**src/rtl/seg7_reader_if.sv**
```systemverilog
// Segment-bus and report handshake bundle for seg7_reader.
interface seg7_reader_if;
    logic [6:0] seg_tens;
    logic [6:0] seg_units;
    logic       out_valid;
    logic       out_ready;
    logic [3:0] out_tens;
    logic [3:0] out_units;
    logic [6:0] out_value;
    logic       out_err;

    modport master (
        output seg_tens, seg_units, out_ready,
        input  out_valid, out_tens, out_units, out_value, out_err
    );

    modport slave (
        input  seg_tens, seg_units, out_ready,
        output out_valid, out_tens, out_units, out_value, out_err
    );
endinterface

```
**src/rtl/seg7_reader.sv**
```systemverilog
// Debounces a pair of active-low 7-segment buses and offers each newly
// settled two-digit reading once over a valid/ready handshake.
module seg7_reader #(
    parameter int unsigned STABLE_CYCLES = 4
) (
    input  logic         clk,
    input  logic         rst,
    seg7_reader_if.slave bus
);
    typedef enum logic {TRACK, OFFER} state_t;

    localparam logic [7:0] SAT = 8'(STABLE_CYCLES);

    state_t      state_q;
    logic [13:0] smp_q, smp_d;
    logic [7:0]  cnt_q, cnt_d;
    logic        acc_vld_q;
    logic [13:0] acc_pair_q;
    logic [13:0] off_pair_q;
    logic        out_valid_q;
    logic [3:0]  out_tens_q, out_units_q;
    logic [6:0]  out_value_q;
    logic        out_err_q;

    logic [4:0]  tens_dec, units_dec;
    logic [6:0]  value;
    logic        settled, new_pair;

    // Result is {invalid, digit}; invalid patterns yield digit 0.
    function automatic logic [4:0] dec(input logic [6:0] p, input logic blank_ok);
        case (p)
            7'h40:   dec = 5'd0;
            7'h79:   dec = 5'd1;
            7'h24:   dec = 5'd2;
            7'h30:   dec = 5'd3;
            7'h19:   dec = 5'd4;
            7'h12:   dec = 5'd5;
            7'h02:   dec = 5'd6;
            7'h78:   dec = 5'd7;
            7'h00:   dec = 5'd8;
            7'h10:   dec = 5'd9;
            7'h7F:   dec = blank_ok ? 5'd0 : 5'h10;
            default: dec = 5'h10;
        endcase
    endfunction

    always_comb begin
        smp_d = {bus.seg_tens, bus.seg_units};
        if (smp_d == smp_q)
            cnt_d = (cnt_q == SAT) ? SAT : cnt_q + 8'd1;
        else
            cnt_d = 8'd0;
        // Already saturated covers a pair that settled while an offer was pending.
        settled   = (cnt_q == SAT) || (cnt_d == SAT);
        new_pair  = !acc_vld_q || (smp_q != acc_pair_q);
        tens_dec  = dec(smp_q[13:7], 1'b1);
        units_dec = dec(smp_q[6:0], 1'b0);
        value     = {tens_dec[3:0], 3'b000} + {2'b00, tens_dec[3:0], 1'b0}
                  + {3'b000, units_dec[3:0]};
    end

    always_ff @(posedge clk or posedge rst) begin
        if (rst) begin
            state_q     <= TRACK;
            smp_q       <= '1;
            cnt_q       <= '0;
            acc_vld_q   <= 1'b0;
            acc_pair_q  <= '0;
            off_pair_q  <= '0;
            out_valid_q <= 1'b0;
            out_tens_q  <= '0;
            out_units_q <= '0;
            out_value_q <= '0;
            out_err_q   <= 1'b0;
        end else begin
            smp_q <= smp_d;
            cnt_q <= cnt_d;
            case (state_q)
                TRACK: begin
                    if (settled && new_pair) begin
                        state_q     <= OFFER;
                        out_valid_q <= 1'b1;
                        off_pair_q  <= smp_q;
                        out_tens_q  <= tens_dec[3:0];
                        out_units_q <= units_dec[3:0];
                        out_value_q <= value;
                        out_err_q   <= tens_dec[4] | units_dec[4];
                    end
                end
                OFFER: begin
                    if (bus.out_ready) begin
                        state_q     <= TRACK;
                        out_valid_q <= 1'b0;
                        acc_vld_q   <= 1'b1;
                        acc_pair_q  <= off_pair_q;
                    end
                end
                default: state_q <= TRACK;
            endcase
        end
    end

    assign bus.out_valid = out_valid_q;
    assign bus.out_tens  = out_tens_q;
    assign bus.out_units = out_units_q;
    assign bus.out_value = out_value_q;
    assign bus.out_err   = out_err_q;
endmodule
```
**src/flat_wrapper.sv**
```systemverilog
// flat-port wrapper written by rule: the top's interface ports become plain ports
module seg7_reader_flat 
#(
    parameter int unsigned STABLE_CYCLES = 4
)
  (clk, rst, bus_seg_tens, bus_seg_units, bus_out_ready, bus_out_valid, bus_out_tens, bus_out_units, bus_out_value, bus_out_err);
  seg7_reader_if bus_i ();
  input  logic clk;
  input  logic rst;
  input wire logic [$bits(bus_i.seg_tens)-1:0] bus_seg_tens;
  input wire logic [$bits(bus_i.seg_units)-1:0] bus_seg_units;
  input wire logic [$bits(bus_i.out_ready)-1:0] bus_out_ready;
  output wire logic [$bits(bus_i.out_valid)-1:0] bus_out_valid;
  output wire logic [$bits(bus_i.out_tens)-1:0] bus_out_tens;
  output wire logic [$bits(bus_i.out_units)-1:0] bus_out_units;
  output wire logic [$bits(bus_i.out_value)-1:0] bus_out_value;
  output wire logic [$bits(bus_i.out_err)-1:0] bus_out_err;
  assign bus_i.seg_tens = bus_seg_tens;
  assign bus_i.seg_units = bus_seg_units;
  assign bus_i.out_ready = bus_out_ready;
  assign bus_out_valid = bus_i.out_valid;
  assign bus_out_tens = bus_i.out_tens;
  assign bus_out_units = bus_i.out_units;
  assign bus_out_value = bus_i.out_value;
  assign bus_out_err = bus_i.out_err;
  seg7_reader #(.STABLE_CYCLES(STABLE_CYCLES)) u_core (.clk(clk), .rst(rst), .bus(bus_i));
endmodule
```
**config.mk**
```make
export PLATFORM = sky130hd
export DESIGN_NAME = seg7_reader_flat
export DESIGN_NICKNAME = d
export VERILOG_FILES = /design/src/rtl/seg7_reader_if.sv /design/src/rtl/seg7_reader.sv /design/src/flat_wrapper.sv
export SDC_FILE = /design/constraint.sdc
export NUM_CORES = 1
export LEC_CHECK = 0
export ABC_AREA = 1
export CAP_MARGIN = 20
export CORE_MARGIN = 2
export CORE_UTILIZATION = 41
export CTS_BUF_LIST = sky130_fd_sc_hd__clkbuf_16
export DETAILED_ROUTE_END_ITERATION = 12
export GPL_TIMING_DRIVEN = 0
export PLACE_DENSITY_LB_ADDON = 0.15
export SYNTH_ARGS = -nofsm -noshare
export SYNTH_HDL_FRONTEND = slang
export SYNTH_SLANG_ARGS = --single-unit
export TNS_END_PERCENT = 10
```
**constraint.sdc**
```tcl
create_clock -name clk -period 2.83 [get_ports clk]
set_clock_uncertainty 0.1 [all_clocks]
set_input_delay 0.566 -clock clk [delete_from_list [all_inputs] [get_ports clk]]
set_output_delay 0.566 -clock clk [all_outputs]
set_load 0.02 [all_outputs]
```
# Word level (Yosys, flattened, before mapping)
# Cells that the tools add are included.
# totals
reg_bits	69
latchBits	0
ramBits	0
mem_bits_ro	0
inputBits	17
out_inout_bits	17
elab_cells	61
memories	0
# op_classes
add_sub_neg	3
n_mul	0
n_div	0
magnitude_cmp	0
eq_ne	25
shifts	0
muxes	10
n_bitwise	2
n_reduce_logical	10
# op_table
cell	n
one-hot mux 5 bit (10 select lines)	2
== test 7 bit, second input constant	7
== test 7 x 5 -> 1 bit, second input constant	6
== test 7 x 6 -> 1 bit, second input constant	4
== test 8 x 3 -> 1 bit, second input constant	2
two-way mux 8 bit	2
== test 14 bit	1
== test 7 x 2 -> 1 bit, second input constant	2
zero test 7 bit	2
!= test 14 bit	1
adder 8 x 1 -> 8 bit, second input constant	1
adder 7 x 4 -> 7 bit	1
adder 7 x 5 -> 7 bit	1
AND reduction 2 bit	3
two-way mux 1 bit	4
one-hot mux 1 bit (2 select lines)	2
logical OR 1 bit	2
!= test 2 x 1 -> 1 bit, second input constant	1
!= test 2 bit, second input constant	1
OR reduction 2 bit	1
logical AND 1 bit	1
zero test 1 bit	1
inverter 1 bit	1
OR 1 bit	1

# Depth between registers and ports, before layout
# depth
ltp_word	8
mapped_depth	17
ltp_nobuf	16

# Worst setup path after synthesis
# OpenSTA, ideal clock, no wires.
# synth_path
kind	reg2reg
start	reg u_core.smp_q[10]
end	reg u_core.out_value_q[6], in the netlist u_core.bus.out_value[6]
setup_time_ps	65
arrival_ps	2723
required_ps	2665
path_slack_ps	-58
path_stages_with_launch	16
n_path_buf	1
period_less_slack_ps	2888
cell_sequence	dfstp_2 buf_2 inv_1 nor2_1 nand3_1 o31ai_1 nor2_1 inv_1 fa_1 fa_1 nand2_1 nand2_1 a21oi_1 xnor2_1 nand3_1 nand2_1
# synth_via
elab_cells_between_ends	23
# synth_rtl
element	line_no	source
start: declaration	seg7_reader.sv:15	logic [13:0] smp_q, smp_d;
start signal: assignment	seg7_reader.sv:76	smp_q <= smp_d;
== test 7 bit	seg7_reader.sv:31	case (p)
OR reduction 2 bit (no line)	-	
one-hot mux 5 bit (10 select lines) (*)	seg7_reader.sv:31	
via u_core.tens_dec[2]	seg7_reader.sv:25	logic [4:0] tens_dec, units_dec;
adder 7 x 5 -> 7 bit (*)	seg7_reader.sv:58	value = {tens_dec[3:0], 3'b000} + {2'b00, tens_dec[3:0], 1'b0}
adder 7 x 4 -> 7 bit (*)	seg7_reader.sv:59	+ {3'b000, units_dec[3:0]};
end signal: assignment	seg7_reader.sv:86	out_value_q <= value;
end: declaration	seg7_reader.sv:22	logic [6:0] out_value_q;
# The timed path passes the listed nets; every way through them passes the cells marked *.
# A chain may end at the register's enable or synchronous reset.

# Worst setup path in the final report
# Same ends and word-level chain as after synthesis.

==> results.cfg <==
[route]
via_count = 3370
wl_per_cell_um = 14.4
avgViaCountPerCell = 4.99
route.antenna.remaining_nets = 0
drtIter0Drc = 142
first_pass_iters = 5
wirelength_mm = 9.70
drcViolationCount = 0

[grt]
grt_remaining_overflow = 0
grt_use_met1_pct = 26.9
grt_max_degree = 69
met2_usage_pct = 32.5
grt_first_pass_wirelength_mm = 15.6
gr-usage-all-layers_pct = 20.1
antenna_found_initial = 0
top_usage_layer = met2
grt_use_met3_pct = 5.06
grt_pass1_vias = 3280

[die]
num_rows = 34
floorplan.initialDensity_pct = 42.5
die_w_um = 99.3
pin_count = 34
core_area_sq_um = 8760
die-height_um = 99.3
dieArea_sq_um = 9860

[pwr]
power_density_nw_per_um2 = 460
p_leak_nw = 2.63
peakVddDrop_uv = 321

[setup_path]
required_ps = 3000
path_class = reg2reg
reg2reg_slack_ps = -80
worst_setup_path_end_kind = register
cp_cell_sequence = inv_2 > nor2_4 > nand3_2 > o31ai_1 > nor2_1 > inv_1 > fa_2 > fa_2 > nand2_2 > nand2_2 > a21oi_2 > xnor2_1 > nand3_1 > nand2_1
crit_path_start_kind = register
arrival_ps = 3080
cp_max_fo = 2
crit_family = adder cells
critPathBufInv = 2
slowest_stage = dfstp_2
cpPeakStageDelay_ps = 550

[finish]
areaGrowthSynthToFinish_pct = 33.3
nets = 590
final_util_pct = 56.6
drive_gt1_share_pct = 25.7
fillCellCount = 782
antennaDiodeCount = 0
final_cells = 675

[yosys]
synth_cells = 473
syn_area_sq_um = 3720
synth_common_cells = nand2_1, dfrtp_1, nand3_1
synth_seq_cells = 68
netlist_top_cells_area = dfrtp_1, nand2_1, dfstp_2
synth.most_common_cell = nand2_1
synth-edff-count = 0
syn_nets = 501
syn-mean-instance-area_sq_um = 7.87
synth_top_area_share_pct = 36.3
yosys_most_used_dff = dfrtp_1
yosysWarnings = 0
synth_cell_type_count = 36
yosysSeqAreaShare_pct = 46.2
async_reset_ff_share_pct = 100
synth_top_area_cell = dfrtp_1

[place]
place_inst = 614
dp_hpwl_mm = 6.15
gp_congestion = 0.810
numPortBuffers = 33

[flow_run]
drv_cap = 0

[sta]
timing.fmax_mhz = 343
slew_viol_final = 0
rsz0062_at_grt = yes
slew_headroom_pct = 41.6
period_minus_slack_ps = 2910
period_share_pct = 103
tightest_slew_ps = 876
setup_ws_ps = -83.5
hold_viol_final = 0
finalSetupViolCount = 3

[clocking]
cts.sinks = 68
cts_tree = done
cts_root_buf = clkbuf_16
numCtsBuffers = 9
clk_pin_slew_ps = 60
cts-hold-fix-buffers = 0
clock_latency_ps = 330
htree_levels = 3
clock_path_buffers = 2

[status]
status = finished with violations
violations = setup timing

[min_path]
hold_class = reg2reg
## what timing repair did
item	in CTS	in global routing
resized for setup	13	23
setup buffers	35	15
pin swaps	7	15
setup endpoints to repair	4	6
## worst min-delay path, delay by kind of cell (launching register included)
kind / cells / cell delay, ps
and+or+nand+nor: 1 / 50
DFF: 1 / 320
buffers and inverters: 1 / 50
## layout make-up
| class | instances | area [sq um] | share of cell area, % |
|---|---|---|---|
| plain buffers | 14 | 110 | 2.22 |
| clock buffers | 9 | 225 | 4.54 |
| clock inverters | 7 | 52.6 | 1.06 |
| inverters | 51 | 194 | 3.91 |
| multi-input cells | 335 | 1800 | 36.3 |
| flip-flops and latches | 68 | 1720 | 34.6 |
| well taps | 108 | 135 | 2.72 |
| repair buffers | 83 | 726 | 14.6 |
## sequential cells by signal (all words and copies together), names as in the netlist
register              flops
u_core.bus.out_value      7
u_core.cnt_q              8
u_core.state_q            1
u_core.smp_q             14
u_core.acc_pair_q        14
u_core.acc_vld_q          1
u_core.bus.out_valid      1
u_core.bus.out_tens       4
u_core.bus.out_units      3
u_core.off_pair_q        14
u_core.bus.out_err        1
## stage by stage
step / power [mW] / hold slack (ps) / area (sq um) / TNS, ps / setup WS, ps
2_1_floorplan: 1.12 / 323 / 3720 / 0 / 12.7
3_3_place_gp: 1.18 / 338 / 4190 / -46220 / -812
3_5_place_dp: 1.19 / 340 / 4190 / -733 / -369
4_1_cts: 2.27 / 354 / 4760 / 0 / 1.02
5_1_grt: 2.36 / 386 / 4960 / -513 / -205
6_report: 2.28 / 351 / 4960 / -124 / -83.5
## logic make-up (layout without fill, tap and decap cells)
logic type,Yosys count,count (layout),share of synthesized area [%]
adders and majority gates,11,11,4.10
AOI/OAI and AO/OA,17,17,2.76
and+or+nand+nor,293,293,34.9
buffers and inverters,70,164,8.81
xor gates and xnor gates,14,14,3.29
DFF,68,68,46.2
## worst paths after layout
check / from / cells past startpoint / to
min in group asynchronous: rst / 2 / u_core.bus.out_value[6]
setup reg to reg: u_core.smp_q[10] / 14 / u_core.bus.out_value[6]
max in group asynchronous: rst / 2 / u_core.acc_pair_q[11]
setup / recovery: u_core.smp_q[10] / 14 / u_core.bus.out_value[6]
hold / removal: u_core.acc_vld_q / 2 / u_core.acc_vld_q
hold reg to reg: u_core.acc_vld_q / 2 / u_core.acc_vld_q
## cells in the final DEF (no fill, tap or decap), types with 3 or more instances in the layout
cell             count
nand2_1            168
dfrtp_1             54
buf_4               53
inv_1               39
nand3_1             39
clkdlybuf4s50_1     33
nor2_1              31
nand3_2             16
inv_2               14
dfstp_2             14
clkbuf_16            9
nand4_1              8
ha_1                 8
xnor2_1              7
nand2_2              7
xor2_1               7
nor2_4               6
nor3_1               5
nor2_2               4
buf_6                4
o21ai_0              4
a21oi_1              3
a21oi_2              3
buf_2                3
clkinv_1             3
## power by group
part / internal [mW] / switching (mW) / total (mW)
Sequential: 0.998 / 0.0162 / 1.01
Combinational: 0.0876 / 0.114 / 0.202
Clock: 0.663 / 0.404 / 1.07
## metal layers
layer  part of all wire [%]  up-vias
li1                       -     1667
met1                     46     1591
met2                     48       98
met3                    4.8       14
met4                    1.6        0
met5                      0        -
Note: power is estimated with default switching activity, not from simulation.
